==> src/rtl/add32_accumulator.sv <==
// Multi-operand accumulator around a 32-bit ripple-carry adder: sums a valid/ready
// operand stream into groups closed by a last beat, with sticky carry/borrow and overflow.

module add32 (
    input  logic [31:0] a,
    input  logic [31:0] b,
    input  logic        c_in,
    output logic [31:0] s,
    output logic        c_out
);

    logic rc;

    // Bit-serial ripple of the carry from LSB to MSB.
    always_comb begin
        rc = c_in;
        s  = '0;
        for (int i = 0; i < 32; i++) begin
            s[i] = a[i] ^ b[i] ^ rc;
            rc   = (a[i] & b[i]) | (rc & (a[i] ^ b[i]));
        end
        c_out = rc;
    end

endmodule

module add32_accumulator #(
    parameter int unsigned N     = 32,
    parameter int unsigned CNT_W = 8
) (
    input  logic             clk,
    input  logic             rst,
    input  logic             in_valid,
    output logic             in_ready,
    input  logic [N-1:0]     in_data,
    input  logic             in_sub,
    input  logic             in_last,
    output logic             out_valid,
    input  logic             out_ready,
    output logic [N-1:0]     out_sum,
    output logic             out_carry,
    output logic             out_overflow,
    output logic [CNT_W-1:0] out_count
);

    localparam logic [CNT_W-1:0] CNT_MAX = '1;

    typedef enum logic {
        S_ACC  = 1'b0,
        S_DONE = 1'b1
    } state_t;

    state_t             state_q, state_d;
    logic [N-1:0]       acc_q, acc_d;
    logic               carry_q, carry_d;
    logic               ovf_q, ovf_d;
    logic [CNT_W-1:0]   cnt_q, cnt_d;
    logic               in_ready_q, in_ready_d;
    logic               out_valid_q, out_valid_d;

    logic [N-1:0]       add_b;
    logic [N-1:0]       add_s;
    logic               add_c;
    logic               accept;

    // Subtraction is a + ~b + 1, so the adder carry-in doubles as the sub select.
    assign add_b  = in_sub ? ~in_data : in_data;
    assign accept = in_valid && in_ready_q;

    add32 u_add32 (
        .a     (acc_q),
        .b     (add_b),
        .c_in  (in_sub),
        .s     (add_s),
        .c_out (add_c)
    );

    always_ff @(posedge clk or posedge rst) begin
        if (rst) begin
            state_q     <= S_ACC;
            acc_q       <= '0;
            carry_q     <= 1'b0;
            ovf_q       <= 1'b0;
            cnt_q       <= '0;
            in_ready_q  <= 1'b1;
            out_valid_q <= 1'b0;
        end else begin
            state_q     <= state_d;
            acc_q       <= acc_d;
            carry_q     <= carry_d;
            ovf_q       <= ovf_d;
            cnt_q       <= cnt_d;
            in_ready_q  <= in_ready_d;
            out_valid_q <= out_valid_d;
        end
    end

    always_comb begin
        state_d = state_q;
        acc_d   = acc_q;
        carry_d = carry_q;
        ovf_d   = ovf_q;
        cnt_d   = cnt_q;

        case (state_q)
            S_ACC: begin
                if (accept) begin
                    acc_d   = add_s;
                    // On subtract, a missing carry-out means a borrow occurred.
                    carry_d = carry_q | (in_sub ? ~add_c : add_c);
                    ovf_d   = ovf_q | ((acc_q[N-1] == add_b[N-1]) && (add_s[N-1] != acc_q[N-1]));
                    cnt_d   = (cnt_q == CNT_MAX) ? cnt_q : cnt_q + CNT_W'(1);
                    if (in_last) begin
                        state_d = S_DONE;
                    end
                end
            end
            S_DONE: begin
                if (out_ready) begin
                    acc_d   = '0;
                    carry_d = 1'b0;
                    ovf_d   = 1'b0;
                    cnt_d   = '0;
                    state_d = S_ACC;
                end
            end
            default: begin
                state_d = S_ACC;
            end
        endcase

        in_ready_d  = (state_d == S_ACC);
        out_valid_d = (state_d == S_DONE);
    end

    assign in_ready     = in_ready_q;
    assign out_valid    = out_valid_q;
    assign out_sum      = acc_q;
    assign out_carry    = carry_q;
    assign out_overflow = ovf_q;
    assign out_count    = cnt_q;

endmodule

==> config.mk <==
export PLATFORM = sky130hd
export DESIGN_NAME = add32_accumulator
export DESIGN_NICKNAME = d
export VERILOG_FILES = /design/src/rtl/add32_accumulator.sv
export SDC_FILE = /design/constraint.sdc
export NUM_CORES = 1
export LEC_CHECK = 0
export ABC_CLOCK_PERIOD_IN_PS = 16800
export BUFFER_PORTS_ARGS = -buffer_cell sky130_fd_sc_hd__buf_2
export CORE_ASPECT_RATIO = 1.1
export CORE_MARGIN = 5
export CORE_UTILIZATION = 39
export DETAILED_ROUTE_END_ITERATION = 16
export PLACE_DENSITY_LB_ADDON = 0.2
export SKIP_LAST_GASP = 1
export SYNTH_ARGS = -nofsm -noshare
export SYNTH_HDL_FRONTEND = slang
export SYNTH_SLANG_ARGS = --single-unit
==> constraint.sdc <==
create_clock -name clk -period 16.8 [get_ports clk]
set_input_delay 0.84 -clock clk [delete_from_list [all_inputs] [get_ports clk]]
set_output_delay 0.84 -clock clk [all_outputs]
set_load 0.02 [all_outputs]
* Word-level counts from Yosys, hierarchy flattened
Cells that the tools add are included.
Cells by class: $add $sub $neg 1, eq/ne operators 6, multiplexer cells 18, bitwise operators 166, reduce and logical (&&, ||, !) cells 4
Operator list (number):
- $mux 32 | 3
- $and 1x1->1 | 64
- $pmux 32 s2 | 1
- $xor 1x1->1 | 64
- $or 1x1->1 | 34
- $not 32->32 | 1
- $mux 8 | 3
- $pmux 8 s2 | 1
- $add 8x1->8 const B | 1
- $eq 8x8->1 const B | 1
- $mux 1 | 7
- $ne 2x2->1 const B | 3
- $pmux 1 s2 | 3
- $not 1->1 | 3
- $reduce_and 3->1 | 1
- $logic_and 1x1->1 | 2
- $reduce_and 2->1 | 1
- $eq 1x1->1 | 1
- $ne 1x1->1 | 1
Word-level totals: register bits after elaboration 44, input port bits 38, output and inout bits 44, logic and storage cells 201

* Depth between registers and ports, before layout
depth in word-level cells 72, mapped depth 41, mapped depth without buffers 39

* Cells and area by module
A second synthesis with hierarchy kept.
Second synthesis, totals: cell total of the unflattened synthesis 286, area total of the unflattened synthesis 2871.5 um^2
By module, submodules not included:
- add32_accumulator | instances 1, cells each 244, area an instance 2193.4 um^2, seq. area each 1102.3 um^2
- add32 | instances 1, cells each 42, area an instance 678.2 um^2, seq. area each 0.0 um^2

* Least setup slack after synthesis
Ideal clock, no wire load.
path type input-to-reg, start input port in_sub, end register ovf_q, in the netlist out_overflow, setup time 0.072 ns, data arrival time 13.552 ns, required time 16.728 ns, slack 3.176 ns, stages on the path 41, path buffers 2, path through clkbuf_1 buf_2 xor2_1 fa_1 fa_1 fa_1 fa_1 fa_1 fa_1 fa_1 fa_1 fa_1 fa_1 fa_1 fa_1 fa_1 fa_1 fa_1 [5 not listed] fa_1 fa_1 fa_1 fa_1 fa_1 fa_1 fa_1 fa_1 inv_1 fa_1 inv_1 fa_1 inv_1 fa_1 xor2_1 nor3_1 nor2_1 nor2_1
Between the ends: longest elaborated chain between the ends 70, elaborated cells between the ends (all ways) 133, classes of those cells 2 x eq/ne; 3 x mux; 127 x bitwise; 1 x reduce/logical
RTL lines:
- from (decl) | RTL line 36 | input logic in_sub,
- $mux 32 | RTL line 67 | assign add_b = in_sub ? ~in_data : in_data;
- $xor 1x1->1 | RTL line 20 | rc = (a[i] & b[i]) | (rc & (a[i] ^ b[i]));
- $and 1x1->1 | RTL line 20
- $or 1x1->1 | RTL line 20
- $and 1x1->1 | RTL line 20
- $or 1x1->1 | RTL line 20
- $and 1x1->1 | RTL line 20
- $or 1x1->1 | RTL line 20
- [54 not listed]
- $and 1x1->1 | RTL line 20
- $or 1x1->1 | RTL line 20
- $xor 1x1->1 | RTL line 19 | s[i] = a[i] ^ b[i] ^ rc;
- $ne 1x1->1 | RTL line 111 | ovf_d = ovf_q | ((acc_q[N-1] == add_b[N-1]) && (add_s[N-1] != acc_q[N-1]));
- $logic_and 1x1->1 * | RTL line 111
- $or 1x1->1 * | RTL line 111
- $mux 1 * | RTL line 107 | if (accept) begin
- $pmux 1 s2 * | RTL line 105 | case (state_q)
- to (signal assigned) | RTL line 91 | ovf_q <= ovf_d;
- to (decl) | RTL line 56 | logic ovf_q, ovf_d;
Every way passes the cells marked *; elsewhere a longest branch is shown, timed or not. The select of a mux whose other input is x is not followed. A chain may end at the register's enable or synchronous reset.

* Final worst setup path
Same ends and word-level chain as after synthesis.

==> results.toml <==
[outcome]
outcome = "finished clean"

[floorplanning]
die_area_sq_um = 9050
start_util_pct = 40.1
rows = 32
core_sq_um = 7050
ios = 82
die_y_um = 99.3
die_w_um = 91.2

[layout]
utilization_pct = 47.7
num-nets-final = 420
diodes = 0
design_area_sq_um = 3360
areaGrowthSynthToFinish_pct = 19.1
drive_above_1_share_pct = 27.1

[placement]
port_buffers = 81
place_area_sq_um = 3280
place_ws_ns = 2.72
hpwl_mm = 4.67
gp_congestion = 0.774

[cts]
clk_pin_slew_worst_paths_ns = 0.08
postCtsSetupBuffers = 0
clk_latency_ns = 0.29
cts_resized = 0
cts_hold_buf = 0
cts_root_buffer = "clkbuf_8"
cts_tree = "yes"
clock_path_buffers = 2
htree_levels = 2
cts_buffers = 5
clock_sinks = 44

[worst_hold_path]
hold_path.class = "flop to flop"

[global_routing]
grt_pass1_vias = 2245
grt_pass1_wl_mm = 11.3
grt_overflow = 0
grtUsageTotal_pct = 15.2
grt_start_max_net_pins = 45
grt_antenna_before_repair = 0

[sta]
fin_ws_ns = 3.01
hold_viol_final = 0
hold-worst-slack_ns = 0.500
slew_viol_final = 0
max_freq_mhz = 72.5
finalCriticalPeriod_ns = 13.79
fin_crit_sh_pct = 82.1
skew_ns = 0.00517
tightest_slew_ns = 0.935
setup_viol_count_final = 0
rsz0062_at_grt = "no"
maxSlewHeadroom_pct = 37.6
finalSetupTns_ns = 0

[yosys]
synth-seq-area-share_pct = 39.0
ys_warn_count = 0
synth_cells = 275
yosys.area.top_type_share_pct = 38.1
synth_area_sq_um = 2830
synth_edf_count = 0
synth_common_cells = "nand2_1 (65), dfrtp_1 (43), nand3_1 (33)"
synthArstFlopShare_pct = 100
netlist-cell-type-count = 37
synth_most_common_cell = "nand2_1"
synth_seq_cells = 44
synth_fp_nets = 346
yosys-top-cells-area = "dfrtp_1 (38%), fa_1 (22%), xor2_1 (9.6%)"
syn_avg_cell_area_sq_um = 10.3
synthFlopType = "dfrtp_1"
synth_top_area_cell = "dfrtp_1"

[route]
wirelength_mm = 6.46
drc = 0
drt_iter0_drc = 80
routed-wl-met3_um = 340
firstDrtPassIters = 4
top_layer_used = "met4"
vias = 2157
ant_nets = 0
met1_length_mm = 3.03
vias_per_cell = 4.96
wl_per_cell_um = 14.9
wl_met2_mm = 3.04

[worst_setup_path]
crit_path_end_kind = "flop"
path_class = "primary input to flop"
cp-start-kind = "primary input"
crit_arrival_ns = 14.03
critical-path-slowest-cell = "fa_1"
critical_path.max_fanout = 16
crit_path_frequent_cell = "fa_1"
critical_path.max_stage_delay_ns = 0.43
worstPathRequired_ns = 17.03

[power_and_ir_drop]
powerDensity_nw_per_um2 = 157
p_leak_nw = 1.75
ir_drop_mv = 0.0607

[job]
max_cap_violations = 0
[routing by layer]
layer	vias to the layer above	global-route usage (%)
li1	1032	-
met1	1060	21.5
met2	61	24.2
met3	4	2.95
met4	0	3.72
met5	-	0
[worst paths after layout]
| kind | startpoint | end | slack [ns] | depth (start not counted) |
|---|---|---|---|---|
| setup / recovery | in_sub | out_overflow | 3.01 | 40 |
| hold / removal | out_overflow | out_overflow | 0.50 | 2 |
| setup reg to reg | out_sum[0] | out_overflow | 3.43 | 39 |
| hold reg to reg | out_overflow | out_overflow | 0.50 | 2 |
| max in group asynchronous | rst | out_sum[26] | 15.46 | 2 |
| min in group asynchronous | rst | out_count[1] | 0.75 | 2 |
[through the flow]
step,total power [W],std cells
after CTS,0.000539,435
after detailed placement,0.000471,427
final,0.000529,435
after floorplan,0.000383,275
after global routing,0.000588,435
after global placement,0.000467,427
[cells in the final DEF, fill, tap and decap left out, types with 2 or more instances in the layout]
cell type	count
buf_2	81
nand2_1	65
dfrtp_1	43
nand3_1	33
xor2_1	31
fa_1	31
o21ai_1	7
inv_1	7
nor2_1	5
clkbuf_8	5
a21oi_1	4
or3_1	3
buf_4	3
inv_2	2
nor3_1	2
and2_1	2
xnor2_1	2
ha_1	2
clkbuf_1	2
[critical path, delay by kind of cell]
kind,cells,cell delay [ns]
AND/OR/NAND/NOR,3,0.26
XOR/XNOR,1,0.16
buffers and inverters,4,0.44
multiplexers,1,0.34
adder cells (fa/ha/maj),31,12.00
[power by group]
part           internal [W]  switching [W]
sequential         0.000148      0.0000475
combinational      0.000108       0.000160
clock             0.0000293      0.0000367
[kinds of logic after synthesis]
family	count (synthesis)	synth area share, %
AOI/OAI and AO/OA	20	4.47
xor gates and xnor gates	33	10.2
adders and majority gates	33	22.9
buffers and inverters	26	3.90
DFF	44	39.0
muxes	1	0.399
and+or+nand+nor	118	19.1
[sequential cells by signal, indices dropped and copies added (netlist names)]
register,count
out_sum,32
in_ready,1
out_valid,1
out_count,8
out_carry,1
out_overflow,1
[layout make-up]
class                   instances  area [sq um]
fillers                       683          3680
multi-input cells             205          1610
flip-flops and latches         44          1100
repair buffers                 84           428
well taps                      85           106
clock buffers                   7          76.3
inverters                       9          33.8
clock inverters                 1          5.00
No activity file was read; power rests on OpenSTA's default activity.
